--- src/rtl/fpu_csr_mc.sv ---
// rtl/fpu_csr_mc.sv - multi-lane FP CSR block (fflags/frm/fcsr); FS tracking under FPU_CSR_FS_TRACK_EN
module fpu_csr_mc #(
    parameter int         NUM_CH  = 2,
    parameter logic [2:0] RST_FRM = 3'b000
) (
    input  logic                  clk,
    input  logic                  rst_n,
    input  logic                  csr_valid,
    input  logic [1:0]            csr_op,
    input  logic [11:0]           csr_addr,
    input  logic [31:0]           csr_wdata,
    output logic [31:0]           csr_rdata,
    output logic                  csr_rvalid,
    output logic                  csr_illegal,
    input  logic [NUM_CH-1:0]     ch_flags_valid,
    input  logic [5*NUM_CH-1:0]   ch_flags,
    input  logic [3*NUM_CH-1:0]   ch_inst_rm,
    output logic [3*NUM_CH-1:0]   ch_eff_rm,
    output logic [NUM_CH-1:0]     ch_rm_illegal,
    input  logic                  fs_wr,
    input  logic [1:0]            fs_wdata,
    input  logic                  fp_rf_write,
    output logic [1:0]            fs_out,
    output logic [2:0]            frm_out,
    output logic [4:0]            fflags_out
);
    localparam logic [11:0] ADDR_FFLAGS = 12'h001;
    localparam logic [11:0] ADDR_FRM    = 12'h002;
    localparam logic [11:0] ADDR_FCSR   = 12'h003;

    logic [2:0]  r_frm;
    logic [4:0]  r_fflags;
    logic [31:0] r_rdata;
    logic        r_rvalid;
    logic        r_illegal;

    logic [4:0]  w_in_flags;
    logic [4:0]  w_merged;
    logic        w_fs_off;
    logic        w_addr_ok;
    logic        w_illegal;
    logic        w_hit_ff;
    logic        w_hit_frm;
    logic [2:0]  w_frm_opnd;
    logic [4:0]  w_fflags_nxt;
    logic [2:0]  w_frm_nxt;
    logic [31:0] w_rd;
    logic        w_unused_wdata;

    assign w_unused_wdata = ^csr_wdata[31:8];

    always_comb begin
        w_in_flags = '0;
        for (int i = 0; i < NUM_CH; i++) begin
            if (ch_flags_valid[i]) w_in_flags = w_in_flags | ch_flags[5*i +: 5];
        end
    end

`ifdef FPU_CSR_FS_TRACK_EN
    typedef enum logic [1:0] {
        FS_OFF     = 2'b00,
        FS_INITIAL = 2'b01,
        FS_CLEAN   = 2'b10,
        FS_DIRTY   = 2'b11
    } fs_t;

    fs_t r_fs;
    fs_t w_fs_nxt;

    assign w_fs_off = (r_fs == FS_OFF);
    assign fs_out   = r_fs;

    // An explicit FS write beats any dirtying event in the same cycle
    always_comb begin
        w_fs_nxt = r_fs;
        if (fs_wr) begin
            w_fs_nxt = fs_t'(fs_wdata);
        end else if (!w_fs_off && ((w_fflags_nxt != r_fflags) || (w_frm_nxt != r_frm) || fp_rf_write)) begin
            w_fs_nxt = FS_DIRTY;
        end
    end

    always_ff @(posedge clk or negedge rst_n) begin
        if (!rst_n) r_fs <= FS_OFF;
        else        r_fs <= w_fs_nxt;
    end
`else
    logic w_unused_fs;
    assign w_unused_fs = ^{fs_wr, fs_wdata, fp_rf_write};
    assign w_fs_off    = 1'b0;
    assign fs_out      = 2'b11;
`endif

    // Same-cycle lane flags are older than the CSR access
    assign w_merged   = r_fflags | (w_fs_off ? 5'd0 : w_in_flags);
    assign w_addr_ok  = (csr_addr == ADDR_FFLAGS) || (csr_addr == ADDR_FRM) || (csr_addr == ADDR_FCSR);
    assign w_illegal  = csr_valid && (!w_addr_ok || w_fs_off);
    assign w_hit_ff   = csr_valid && !w_illegal && (csr_addr != ADDR_FRM);
    assign w_hit_frm  = csr_valid && !w_illegal && (csr_addr != ADDR_FFLAGS);
    assign w_frm_opnd = (csr_addr == ADDR_FCSR) ? csr_wdata[7:5] : csr_wdata[2:0];

    always_comb begin
        w_fflags_nxt = w_merged;
        w_frm_nxt    = r_frm;
        if (w_hit_ff) begin
            case (csr_op)
                2'b00:   w_fflags_nxt = csr_wdata[4:0];
                2'b01:   w_fflags_nxt = w_merged | csr_wdata[4:0];
                2'b10:   w_fflags_nxt = w_merged & ~csr_wdata[4:0];
                default: w_fflags_nxt = w_merged;
            endcase
        end
        if (w_hit_frm) begin
            case (csr_op)
                2'b00:   w_frm_nxt = w_frm_opnd;
                2'b01:   w_frm_nxt = r_frm | w_frm_opnd;
                2'b10:   w_frm_nxt = r_frm & ~w_frm_opnd;
                default: w_frm_nxt = r_frm;
            endcase
        end
    end

    always_comb begin
        w_rd = '0;
        if (csr_valid && !w_illegal) begin
            case (csr_addr)
                ADDR_FFLAGS: w_rd = {27'd0, w_merged};
                ADDR_FRM:    w_rd = {29'd0, r_frm};
                ADDR_FCSR:   w_rd = {24'd0, r_frm, w_merged};
                default:     w_rd = '0;
            endcase
        end
    end

    always_ff @(posedge clk or negedge rst_n) begin
        if (!rst_n) begin
            r_frm     <= RST_FRM;
            r_fflags  <= '0;
            r_rdata   <= '0;
            r_rvalid  <= 1'b0;
            r_illegal <= 1'b0;
        end else begin
            r_frm     <= w_frm_nxt;
            r_fflags  <= w_fflags_nxt;
            r_rdata   <= w_rd;
            r_rvalid  <= csr_valid;
            r_illegal <= w_illegal;
        end
    end

    // Lanes resolve dynamic rm against the currently stored frm
    always_comb begin
        ch_eff_rm     = '0;
        ch_rm_illegal = '0;
        for (int i = 0; i < NUM_CH; i++) begin
            ch_eff_rm[3*i +: 3] = (ch_inst_rm[3*i +: 3] == 3'b111) ? r_frm : ch_inst_rm[3*i +: 3];
            ch_rm_illegal[i]    = (ch_eff_rm[3*i +: 3] >= 3'd5);
        end
    end

    assign csr_rdata   = r_rdata;
    assign csr_rvalid  = r_rvalid;
    assign csr_illegal = r_illegal;
    assign frm_out     = r_frm;
    assign fflags_out  = r_fflags;

endmodule

--- config.mk ---
export PLATFORM = sky130hd
export DESIGN_NAME = fpu_csr_mc
export DESIGN_NICKNAME = d
export VERILOG_FILES = /design/src/rtl/fpu_csr_mc.sv
export SDC_FILE = /design/constraint.sdc
export NUM_CORES = 1
export LEC_CHECK = 0
export BUFFER_PORTS_ARGS = -buffer_cell sky130_fd_sc_hd__buf_2
export CAP_MARGIN = 20
export CORE_UTILIZATION = 30
export CTS_BUF_LIST = sky130_fd_sc_hd__clkbuf_16
export DETAILED_ROUTE_END_ITERATION = 10
export PLACE_DENSITY = 0.67
export SKIP_CTS_REPAIR_TIMING = 1
export SLEW_MARGIN = 20
export SYNTH_ARGS = -nofsm -noshare
export SYNTH_HDL_FRONTEND = slang
export SYNTH_SLANG_ARGS = --single-unit
--- constraint.sdc ---
create_clock -name clk -period 1.2 [get_ports clk]
set_input_delay 0.06 -clock clk [delete_from_list [all_inputs] [get_ports clk]]
set_output_delay 0.06 -clock clk [all_outputs]
set_load 0.05 [all_outputs]
==> results of run 1 <==
## routing by layer
layer  vias to the layer above  part of all wire, %  global-route usage, %
met2                        52                   49                   25.7
met3                         4                  5.5                   2.17
met4                         0                  2.0                   8.59
li1                        666                    -                      -
met1                       590                   44                   19.5
met5                         -                    0                      0
## sequential cells by signal, summed over array words and instances (netlist names)
| name | count |
|---|---|
| csr_rvalid | 1 |
| frm_out | 3 |
| csr_rdata | 8 |
| csr_illegal | 1 |
| fflags_out | 5 |
## worst max-delay path: stages
cell	delay (ns)
sky130_fd_sc_hd__buf_6	0.09
sky130_fd_sc_hd__or4_4	0.55
sky130_fd_sc_hd__or4_4	0.57
sky130_fd_sc_hd__o21a_1	0.20
sky130_fd_sc_hd__o211ai_1	0.16
## Yosys cell counts (all sizes together)
master / instances / area share [%]
nand4: 1 / 0.47
nand3: 1 / 0.38
clkbuf: 2 / 0.57
nand2: 8 / 2.3
nor2: 7 / 2.0
nor2b: 1 / 0.47
a31oi: 4 / 1.9
a221oi: 4 / 2.6
o21ai: 5 / 1.9
a21o: 4 / 2.3
dfrtp: 18 / 34
o211ai: 6 / 3.4
or4: 3 / 2.0
and3: 7 / 3.3
nand2b: 3 / 1.4
ha: 5 / 4.7
inv: 10 / 2.8
conb: 2 / 0.57
a211oi: 2 / 1.1
o31ai: 1 / 0.57
nor4: 3 / 1.9
o41ai: 3 / 2.0
o31a: 1 / 0.76
a221o: 1 / 0.76
a21oi: 3 / 1.1
or2: 1 / 0.66
and4: 1 / 0.66
o21a: 11 / 6.2
a21bo: 1 / 0.76
buf: 27 / 15
a41oi: 2 / 1.3
## cell families (layout without fill, tap and decap cells)
family	count (synthesis)	in the layout
AOI/OAI and AO/OA	48	48
buffers and inverters	39	104
and+or+nand+nor	36	36
DFF	18	18
adders and majority gates	5	5
other	2	26
## power breakdown
part / internal [mW] / switching, mW
clock: 0.439 / 0.219
sequential: 0.617 / 0.00898
combinational: 0.193 / 0.433
total: 1.25 / 0.660
## through the flow
| stage | setup slack, ns | hold slack, ns | area, um^2 | total power, mW | TNS (ns) |
|---|---|---|---|---|---|
| floorplan | -0.423 | -0.236 | 1520 | 1.09 | -1.75 |
| global placement | -0.503 | 0.00809 | 1860 | 1.22 | -3.34 |
| detailed placement | -0.524 | 0.0105 | 1860 | 1.23 | -3.60 |
| global route | -0.326 | 0.0387 | 2030 | 1.99 | -1.55 |
| finish | -0.272 | 0.0408 | 2030 | 1.91 | -0.993 |
| CTS | -0.267 | -0.255 | 1940 | 1.89 | -1.22 |
## final timing paths
kind | to | startpoint
worst min register to register | csr_rdata[3]$_DFF_PN0_ | fflags_out[3]$_DFF_PN0_
worst max register to register | fflags_out[1]$_DFF_PN0_ | fflags_out[1]$_DFF_PN0_
max in group asynchronous | frm_out[1]$_DFFE_PN0P_ | rst_n
worst min-delay path | fflags_out[3]$_DFF_PN0_ | csr_wdata[3]
min in group asynchronous | csr_rdata[7]$_DFF_PN0_ | rst_n
worst max-delay path | frm_out[1]$_DFFE_PN0P_ | csr_addr[3]
## layout make-up
| type | count | area, um^2 | area share [%] |
|---|---|---|---|
| timing repair buffer | 91 | 578 | 28.5 |
| clock buffer | 3 | 75.1 | 3.70 |
| inverter | 10 | 40.0 | 1.97 |
| tap | 50 | 62.6 | 3.08 |
| multi-input combinational | 115 | 817 | 40.2 |
| sequential | 18 | 458 | 22.6 |
==> results.txt, run 1 <==
The clock reaches the later pin of the worst-skew pair after 0.25 ns. The run gives 3420 um as the aggregate routed wire length. The library cell used most frequently in the layout, excluding fill and tap cells, is sky130_fd_sc_hd__buf_2. The starting density of the core was 32.2%; the remaining global-route overflow was 0. The number of max-slew violations in the final report is 0. The worst hold path passes through 2 cells. Sequential cells were found to cover 34.0% of the synthesized design area. Capturing element type of the critical path: a register.

The static power due to leakage was 1.02 nW. Relative to the synthesized area, the layout overhead comes to 53.3%. Entering global routing, the biggest net connects 19 pins.

Global routing used 15.6% of the available tracks. The count of boundary I/O pins was 123. The residual DRC count is 0, and the xor/xnor cell area share of the yosys netlist is 0%. For the CTS sink count, the log shows 18. Worst supply voltage drop on vdd: 0.468 mV. The compound-cell area share of the yosys netlist is 26.7%.

At the end of routability-driven placement, the weighted congestion stood at 0.815. Root buffer selected by CTS: sky130_fd_sc_hd__clkbuf_16. The final critical-path share of the clock period came out at 123%.

Data arrives at the worst endpoint at 1.63 ns. The antenna diode count is 0, and the number of standard cells in the final layout excluding fillers is 287. The number of buffers created by CTS was 3; the HPWL after detailed placement was 2800 um.

The cell count of the worst reg-to-reg path came out at 3. The critical path is of the input port to register type. The fraction of layout instances using a drive strength above 1 was 49.4%; the number of unique standard cell types used by synthesis was 34.

Along the worst path, the maximum fanout reaches 6. The run gives 410 as the count of filler cells inserted in the layout. After synthesis, the largest family of logic cells by area is compound AO/OA/AOI/OAI gates. The final-report hold violation count was 0; the area share of fa/ha/maj cells after synthesis was 4.72%.

The first detailed-routing pass ran for 4 iterations. Number of synthesized register bits: 18. The worst setup path is launched from an input port.

The count of buffers added on input and output ports is 68. The shortest period the worst path allows is 1.47 ns. The initialized floorplan defines 23 standard-cell rows.

Dividing the synthesized area by the synthesized cell count gives 8.95 um^2. At the end of the flow, the number of nets in the layout was 315. For the post-synthesis instance total, the log shows 148. The via count normalized by instance count came out at 4.57. Clock-pin slew was measured on the worst setup and hold paths at 0.05 ns. Measured along the x axis, the die boundary spans 68.5 um. Leaving out fill and tap cells, the most frequent cells in the layout are 59 x sky130_fd_sc_hd__buf_2, 26 x sky130_fd_sc_hd__conb_1, 20 x sky130_fd_sc_hd__buf_4.

In this run, placement finished with an instance count of 282. For flop-to-flop paths, the worst setup slack is 0.05 ns. The first global-routing pass estimated 5330 um of wire. Number of antenna violations at the first check in global routing: 0. The average wire length per cell after detail routing is 11.9 um, and the remaining antenna violation count is 0. In this run the vertical extent of the chip is 68.5 um.

For the worst-case clock buffer depth, the log shows 2. Max-cap violations in this run came to 0. The number of DRC markers in iteration 0 is 64.

Worst min-delay path category: input port to register. The worst-case setup margin in the final layout is -0.272 ns, and the total power per unit cell area is 940 nW/um^2. Setup repair after global routing could not meet its margin everywhere. For the total die area, the log shows 4690 um^2. For this run, the top clock speed supported by timing is 680 MHz. The final route contains 1312 vias. TritonCTS built the clock tree. Setup violations remaining at the end of the flow were counted as 5. The run gives 49.3% as the utilization of the core after routing.

The checks that failed: negative setup slack. The total standard cell area after synthesis came out at 1330 um^2. The simple-gate area share of the yosys netlist is 15.5%. The mux cell area share after synthesis came out at 0%.

In this run the standard cell core region covers 4120 um^2. The flow ran to the end, but the final reports show violations. For this run, the number of Yosys warnings is 0.

Across the routed clock network, the largest skew measured is 0.00164 ns. The deepest level of the CTS H-tree was 1; the data required time at the worst endpoint was 1.36 ns. The run gives 1202 as the number of global-route vias before repair.
Power figures use the tool's default switching activity.
==> inputs of run 2 (changes only) <==
CORE_UTILIZATION = 37   (was 30)
PLACE_DENSITY = 0.8   (was 0.67)
==> run 2 against run 1 <==
Effect of this change:
- the flow still finishes with violations (negative setup slack)
- wire length rose by 2.8%
- non-clock buffer count increased by 2
- register-to-register slack better by 0.04 ns
- cell count is 0.70% lower
- largest cell class unchanged
==> results.txt, run 2 (same netlist as run 1, synthesis figures left out) <==
The sequential power share is 32.7% (was 32.8%), and the CTS sink count is 18 (unchanged). HPWL after detailed placement: 2750 um (was 2800 um). The tools report the root buffer selected by CTS as sky130_fd_sc_hd__clkbuf_16 (unchanged). The count of boundary I/O pins is 123 (unchanged), and the signed area change from the synthesized netlist to the final layout is 56.9% (was 53.3%). The logs give 39.1% (was 32.2%) for the starting density of the core and 280 (was 282) for the cell count after placement.

Internal power contribution: 1.26 mW (was 1.25 mW). The antenna diode count was 0 (unchanged). The aggregate routed wire length is 3510 um (was 3420 um), and the number of flip-flops in the largest register is 8 (unchanged). The vertical extent of the die is 61.8 um (was 68.5 um).

Number of DRC markers in iteration 0: 43 (was 64). The wire length of the first global-routing pass is 4960 um (was 5330 um), and the deepest level of the CTS H-tree is 1 (unchanged). The final sum of negative setup slack was -0.823 ns (was -0.993 ns). The via count normalized by instance count was 4.80 (was 4.57). The tools report the number of buffers created by CTS as 3 (unchanged). The share of total power consumed by net switching works out to 34.3% (was 34.6%). The average wire length per cell after detail routing was 12.3 um (was 11.9 um).

The combined global-route utilization of all metal layers was 18.0% (was 15.6%); the worst-case setup margin in the final layout was -0.242 ns (was -0.272 ns). Highest-count cells in the layout ignoring fill and taps: 58 x sky130_fd_sc_hd__buf_2, 26 x sky130_fd_sc_hd__conb_1, 20 x sky130_fd_sc_hd__buf_4 (was 59 x sky130_fd_sc_hd__buf_2, 26 x sky130_fd_sc_hd__conb_1, 20 x sky130_fd_sc_hd__buf_4). The total power per unit cell area is 920 nW/um^2 (was 940 nW/um^2).

Worst min-delay path category: input port to register (unchanged). The run finished, with violations left. The worst-case clock buffer depth came out at 2 (unchanged).

The type of origin of the critical path is an input port (unchanged). The remaining global-route overflow was 0 (unchanged). Overall via count from detail_route: 1367 (was 1312).

The run gives 1189 (was 1202) as the number of global-route vias before repair. For the total die area, the log shows 3820 um^2 (was 4690 um^2). The run gives 3390 um^2 (was 4120 um^2) as the area inside the core boundary. The remaining antenna violation count was 0 (unchanged); the count of filler cells inserted in the layout was 283 (was 410). The run gives 0.784 (was 0.815) as the routability-driven placement congestion ratio. The net switching power is 0.657 mW (was 0.660 mW).

The data arrival at the endpoint of the critical path was 1.56 ns (was 1.63 ns); the max-cap check violation count was 0 (unchanged). TritonCTS built the clock tree. Setup repair after global routing could not meet its margin everywhere. The portion of total power attributed to combinational logic was 33.8% (was 32.8%); the maximum fanout count along the critical path was 6 (unchanged). The logs give 0.0396 ns (was 0.0408 ns) for the final hold slack and 19 (unchanged) for the maximum number of pins on one net before global-route repair. The portion of total power attributed to the clock network was 33.6% (was 34.4%).

Kind of critical path: input port to register (unchanged). The run gives 1.04 nW (was 1.02 nW) as the static power due to leakage. The clock-pin transition on the worst setup and hold timing paths works out to 0.05 ns (about the same). The number of max-slew violations in the final report came out at 0 (unchanged). Most common cell after layout, fill and taps aside: sky130_fd_sc_hd__buf_2 (unchanged). The fraction of layout instances using a drive strength above 1 was 51.5% (was 49.4%); the final-report hold violation count was 0 (unchanged). The number of standard cells in the final layout excluding fillers was 285 (was 287); the final clock skew was 0.00123 ns (was 0.00164 ns). The number of nets in the layout was 317 (was 315). The die width came out at 61.8 um (was 68.5 um).

For the number of antenna violations at the first check in global routing, the log shows 0 (unchanged). The capturing element type of the critical path was a register (unchanged). Residual DRC count: 0 (unchanged).

The logs give 4 (unchanged) for the first-pass iteration count of the detailed router and 0.24 ns (was 0.25 ns) for the clock latency at the later pin of the worst-skew pair. Failing checks: negative setup slack (unchanged). The run gives 694 MHz (was 680 MHz) as the highest clock rate. The shortest period the worst path allows works out to 1.44 ns (was 1.47 ns).

The number of failing setup endpoints in the final timing report was 5 (unchanged). The final critical-path share of the clock period is 120% (was 123%), and the worst supply voltage drop on vdd is 0.574 mV (was 0.468 mV). For the pre-CTS worst setup slack, the log shows -0.569 ns (was -0.524 ns). The logs give 1.32 ns (was 1.36 ns) for the data required time at the worst endpoint and 21 (was 23) for the number of standard-cell rows in the floorplan.

The quantity of I/O buffers inserted on ports was 68 (unchanged).
run 2: cell types whose count changed in the layout (fill, tap and decap cells not counted), sizes merged:
cell,delta
clkbuf,+2
run 2: final cells by class:
class | count | area (um^2) | area share [%]
timing repair buffer | 93 | 603 | 29.0
multi-input combinational | 115 | 846 | 40.7
inverter | 10 | 40.0 | 1.93
sequential | 18 | 458 | 22.0
clock buffer | 3 | 75.1 | 3.61
tap | 46 | 57.6 | 2.77
run 2: critical path, cell delays in order:
cell	delay, ns
sky130_fd_sc_hd__buf_6	0.09
sky130_fd_sc_hd__or4_4	0.52
sky130_fd_sc_hd__or4_4	0.57
sky130_fd_sc_hd__o211ai_1	0.21
sky130_fd_sc_hd__o211ai_1	0.11
run 2: stage by stage:
step / power (mW) / cell area [um^2] / utilization, %
6_report: 1.91 / 2080 / 61.4
5_1_grt: 1.99 / 2080 / 61.4
4_1_cts: 1.87 / 1950 / 57.5
3_5_place_dp: 1.23 / 1870 / 55.3
3_3_place_gp: 1.22 / 1870 / 55.3
2_1_floorplan: 1.09 / 1520 / -
run 2: routing by layer:
metal	GRT usage (%)	vias to the layer above	wire (um)
met5	0	-	0
met1	19.5	625	1380
met3	2.28	8	186
met4	9.52	0	87
li1	-	668	-
met2	33.9	66	1860
run 2: worst paths after layout:
check / slack (ns) / end / start / cells after the start
max: -0.24 / frm_out[0]$_DFFE_PN0P_ / csr_addr[11] / 5
min in group asynchronous: 0.27 / csr_rdata[7]$_DFF_PN0_ / rst_n / 2
min reg2reg: 0.53 / csr_rdata[3]$_DFF_PN0_ / fflags_out[3]$_DFF_PN0_ / 2
max in group asynchronous: 0.63 / frm_out[2]$_DFFE_PN0P_ / rst_n / 2
min: 0.04 / fflags_out[4]$_DFF_PN0_ / csr_wdata[4] / 2
max reg2reg: 0.09 / fflags_out[1]$_DFF_PN0_ / fflags_out[1]$_DFF_PN0_ / 3
run 2: power by group through the flow:
stage	clock, mW	combinational [mW]	sequential (mW)
after detailed placement	0	0.598	0.634
after CTS	0.650	0.600	0.624
after global placement	0	0.590	0.634
after global routing	0.672	0.691	0.626
final	0.643	0.646	0.625
after floorplan	0	0.429	0.664
==> inputs of run 3 (changes only) <==
SKIP_CTS_REPAIR_TIMING = not set   (was 1)
==> run 3 against run 2 <==
Effect of this change:
- the run still ends with negative setup slack left
- sequential share of layout area decreased by 0.11 points
- sequential power hardly changed
- cell area rose by 0.48%
- global-route usage rose by 0.91 points
- die area unchanged
- fmax hardly changed
- critical path type unchanged
- largest power group unchanged
- highest routed layer unchanged
==> results.txt, run 3 (same netlist as run 1, synthesis figures left out) <==
The flow ran to the end, but the final reports show violations. Failing checks: negative setup slack (unchanged). The final critical-path share of the clock period came out at 120% (about the same).

The number of max-slew violations in the final report came out at 0 (unchanged). The remaining antenna violation count came out at 0 (unchanged). For the number of antenna violations at the first check in global routing, the log shows 0 (unchanged). The combined global-route utilization of all metal layers came out at 18.9% (was 18.0%). The die width is 61.8 um (unchanged).

The biggest cell delay along the critical path is 0.57 ns (about the same), and the static power due to leakage is 1.05 nW (was 1.04 nW). The tools report the antenna diode count as 0 (unchanged). The worst-case clock buffer depth was 2 (unchanged). Buffers added to address setup during post-CTS repair amount to 0. The number of flip-flops in the largest register is 8 (unchanged), and the CTS sink count is 18 (unchanged). The number of buffers created by CTS came out at 3 (unchanged). The logs give 0 (unchanged) for the final-report hold violation count and 1 (unchanged) for the deepest level of the CTS H-tree. The worst supply voltage drop on vdd was 0.574 mV (about the same). The tools report the root buffer selected by CTS as sky130_fd_sc_hd__clkbuf_16 (unchanged). Data arrival at the endpoint of the critical path: 1.55 ns (was 1.56 ns). Most common cell after layout, fill and taps aside: sky130_fd_sc_hd__buf_2 (unchanged). For the total die area, the log shows 3820 um^2 (unchanged). The source of the critical timing path is csr_addr[11] (unchanged). The worst flop-to-flop path startpoint is fflags_out[1]$_DFF_PN0_ (unchanged).

The final hold slack was 0.0399 ns (was 0.0396 ns). The average wire length per cell after detail routing was 12.5 um (was 12.3 um). Via count normalized by instance count: 4.82 (was 4.80). The vertical extent of the die is 61.8 um (unchanged), and the worst-case setup margin in the final layout is -0.241 ns (was -0.242 ns). Timing endpoint of the critical path: frm_out[1]$_DFFE_PN0P_ (was frm_out[0]$_DFFE_PN0P_). For the residual DRC count, the log shows 0 (unchanged). The run gives 0.00108 ns (was 0.00123 ns) as the final clock skew. The capturing element type of the critical path is a register (unchanged).

The utilization of the core after routing was 61.6% (was 61.4%). The multi-input logic area is 846 um^2 (unchanged). Buffers plus inverters on the worst setup path: 1 (unchanged). Setup repair after global routing could not meet its margin everywhere. The max-cap check violation count was 0 (unchanged). The total power per unit cell area is 918 nW/um^2 (was 920 nW/um^2), and the fraction of layout instances using a drive strength above 1 is 51.5% (unchanged). The number of global-route vias before repair is 1217 (was 1189).

The tools report the remaining global-route overflow as 0 (unchanged). For the setup slack of the worst register-to-register path, the log shows 0.09 ns (about the same). The endpoint of the worst-slack reg-to-reg timing path was fflags_out[1]$_DFF_PN0_ (unchanged). Kind of critical path: input port to register (unchanged).

The critical-path cell with the highest stage delay is sky130_fd_sc_hd__or4_4 (unchanged). The routability-driven placement congestion ratio came out at 0.784 (unchanged). The number of nets in the layout is 317 (unchanged), and the HPWL after detailed placement is 2750 um (unchanged).

The number of DRC markers in iteration 0 was 38 (was 43); the signed area change from the synthesized netlist to the final layout was 57.7% (was 56.9%). Cells along the critical path: buf_6 -> or4_4 -> or4_4 -> o211ai_1 -> o211ai_1 (unchanged). The tools report the first-pass iteration count of the detailed router as 4 (unchanged). The run gives 5200 um (was 4960 um) as the wire length of the first global-routing pass. The type of origin of the critical path was an input port (unchanged).

The number of failing setup endpoints in the final timing report is 5 (unchanged). The count of boundary I/O pins is 123 (unchanged). The kind of cell adding the most delay to the critical path was simple AND/OR/NAND/NOR gates (unchanged).

The logs give 3390 um^2 (unchanged) for the area inside the core boundary and 3560 um (was 3510 um) for the aggregate routed wire length. TritonCTS built the clock tree. The count of filler cells inserted in the layout came out at 282 (was 283).

The maximum fanout count along the critical path works out to 6 (unchanged). The quantity of I/O buffers inserted on ports came out at 68 (unchanged). The highest clock rate is 694 MHz (about the same), and the clock-pin transition on the worst setup and hold timing paths is 0.05 ns (about the same). Clock latency at the later pin of the worst-skew pair: 0.24 ns (about the same).

The number of standard-cell rows in the floorplan is 21 (unchanged), and the shortest period the worst path allows is 1.44 ns (about the same). The starting density of the core was 39.1% (unchanged). The worst min-delay path category was input port to register (unchanged). The cell count of the worst reg-to-reg path came out at 3 (unchanged).

The tools report the area occupied by registers as 458 um^2 (unchanged). The overall via count from detail_route was 1375 (was 1367). The run gives 1.31 ns (was 1.32 ns) as the data required time at the worst endpoint.

The logic depth of the worst path, buffers included was 5 (unchanged); the maximum number of pins on one net before global-route repair was 19 (unchanged). Highest-count cells in the layout ignoring fill and taps: 57 x sky130_fd_sc_hd__buf_2, 26 x sky130_fd_sc_hd__conb_1, 20 x sky130_fd_sc_hd__buf_4 (was 58 x sky130_fd_sc_hd__buf_2, 26 x sky130_fd_sc_hd__conb_1, 20 x sky130_fd_sc_hd__buf_4).
-- run 3: cell count changes in the layout (fill, tap and decap cells not counted) --
cell / before / now
sky130_fd_sc_hd__buf_2: 58 / 57
sky130_fd_sc_hd__buf_8: 1 / 2
-- run 3: per-layer routing --
metal	share of wire [%]	GRT usage, %	vias to the layer above
li1	-	-	670
met1	38	20.1	628
met2	54	37.0	69
met3	6.0	2.28	8
met4	2.5	8.25	0
met5	0	0	-
-- run 3: power breakdown --
group / leakage [nW] / internal, mW / switching [mW]
clock: 0.0370 / 0.438 / 0.205
combinational: 0.797 / 0.206 / 0.445
sequential: 0.215 / 0.617 / 0.00798
total: 1.05 / 1.26 / 0.658
-- run 3: final cells by class --
cell class,instances,area share (%)
Inverter,10,1.92
Multi-Input combinational cell,115,40.5
Sequential cell,18,21.9
Timing Repair Buffer,93,29.3
Tap cell,46,2.75
Clock buffer,3,3.59
-- run 3: worst register-to-register path: stages (launching register included) --
cell	delay (ns)
sky130_fd_sc_hd__dfrtp_2	0.39
sky130_fd_sc_hd__a221oi_1	0.33
sky130_fd_sc_hd__a41oi_1	0.10
sky130_fd_sc_hd__a21o_1	0.18
-- run 3: metrics by stage --
step | power (mW) | cell area (um^2) | std cells | setup WS (ns) | setup TNS (ns)
6_report | 1.92 | 2090 | 285 | -0.241 | -0.847
2_1_floorplan | 1.09 | 1520 | 172 | -0.423 | -1.75
4_1_cts | 1.90 | 2020 | 285 | -0.250 | -0.878
3_5_place_dp | 1.23 | 1870 | 280 | -0.569 | -3.84
3_3_place_gp | 1.22 | 1870 | 280 | -0.480 | -3.41
5_1_grt | 1.99 | 2090 | 285 | -0.304 | -1.14
-- run 3: worst min-delay path by stage --
stage / start / end / slack, ns / depth (start not counted)
3_3_place_gp: rst_n / csr_rdata[5]$_DFF_PN0_ / 0.001 / 1
2_1_floorplan: rst_n / csr_illegal$_DFF_PN0_ / -0.24 / 0
6_report: csr_wdata[4] / fflags_out[4]$_DFF_PN0_ / 0.04 / 2
3_5_place_dp: rst_n / csr_rdata[7]$_DFF_PN0_ / 0.006 / 1
5_1_grt: csr_wdata[4] / fflags_out[4]$_DFF_PN0_ / 0.05 / 2
4_1_cts: csr_wdata[4] / fflags_out[4]$_DFF_PN0_ / 0.03 / 2
-- run 3: repair_timing --
| item | CTS | global route |
|---|---|---|
| hold buffers | 2 | 0 |
| hold endpoints to repair | 19 | 0 |
| endpoints found under the setup margin | 6 | 17 |
| resized for setup | 12 | 17 |
| pin swaps | 10 | 11 |
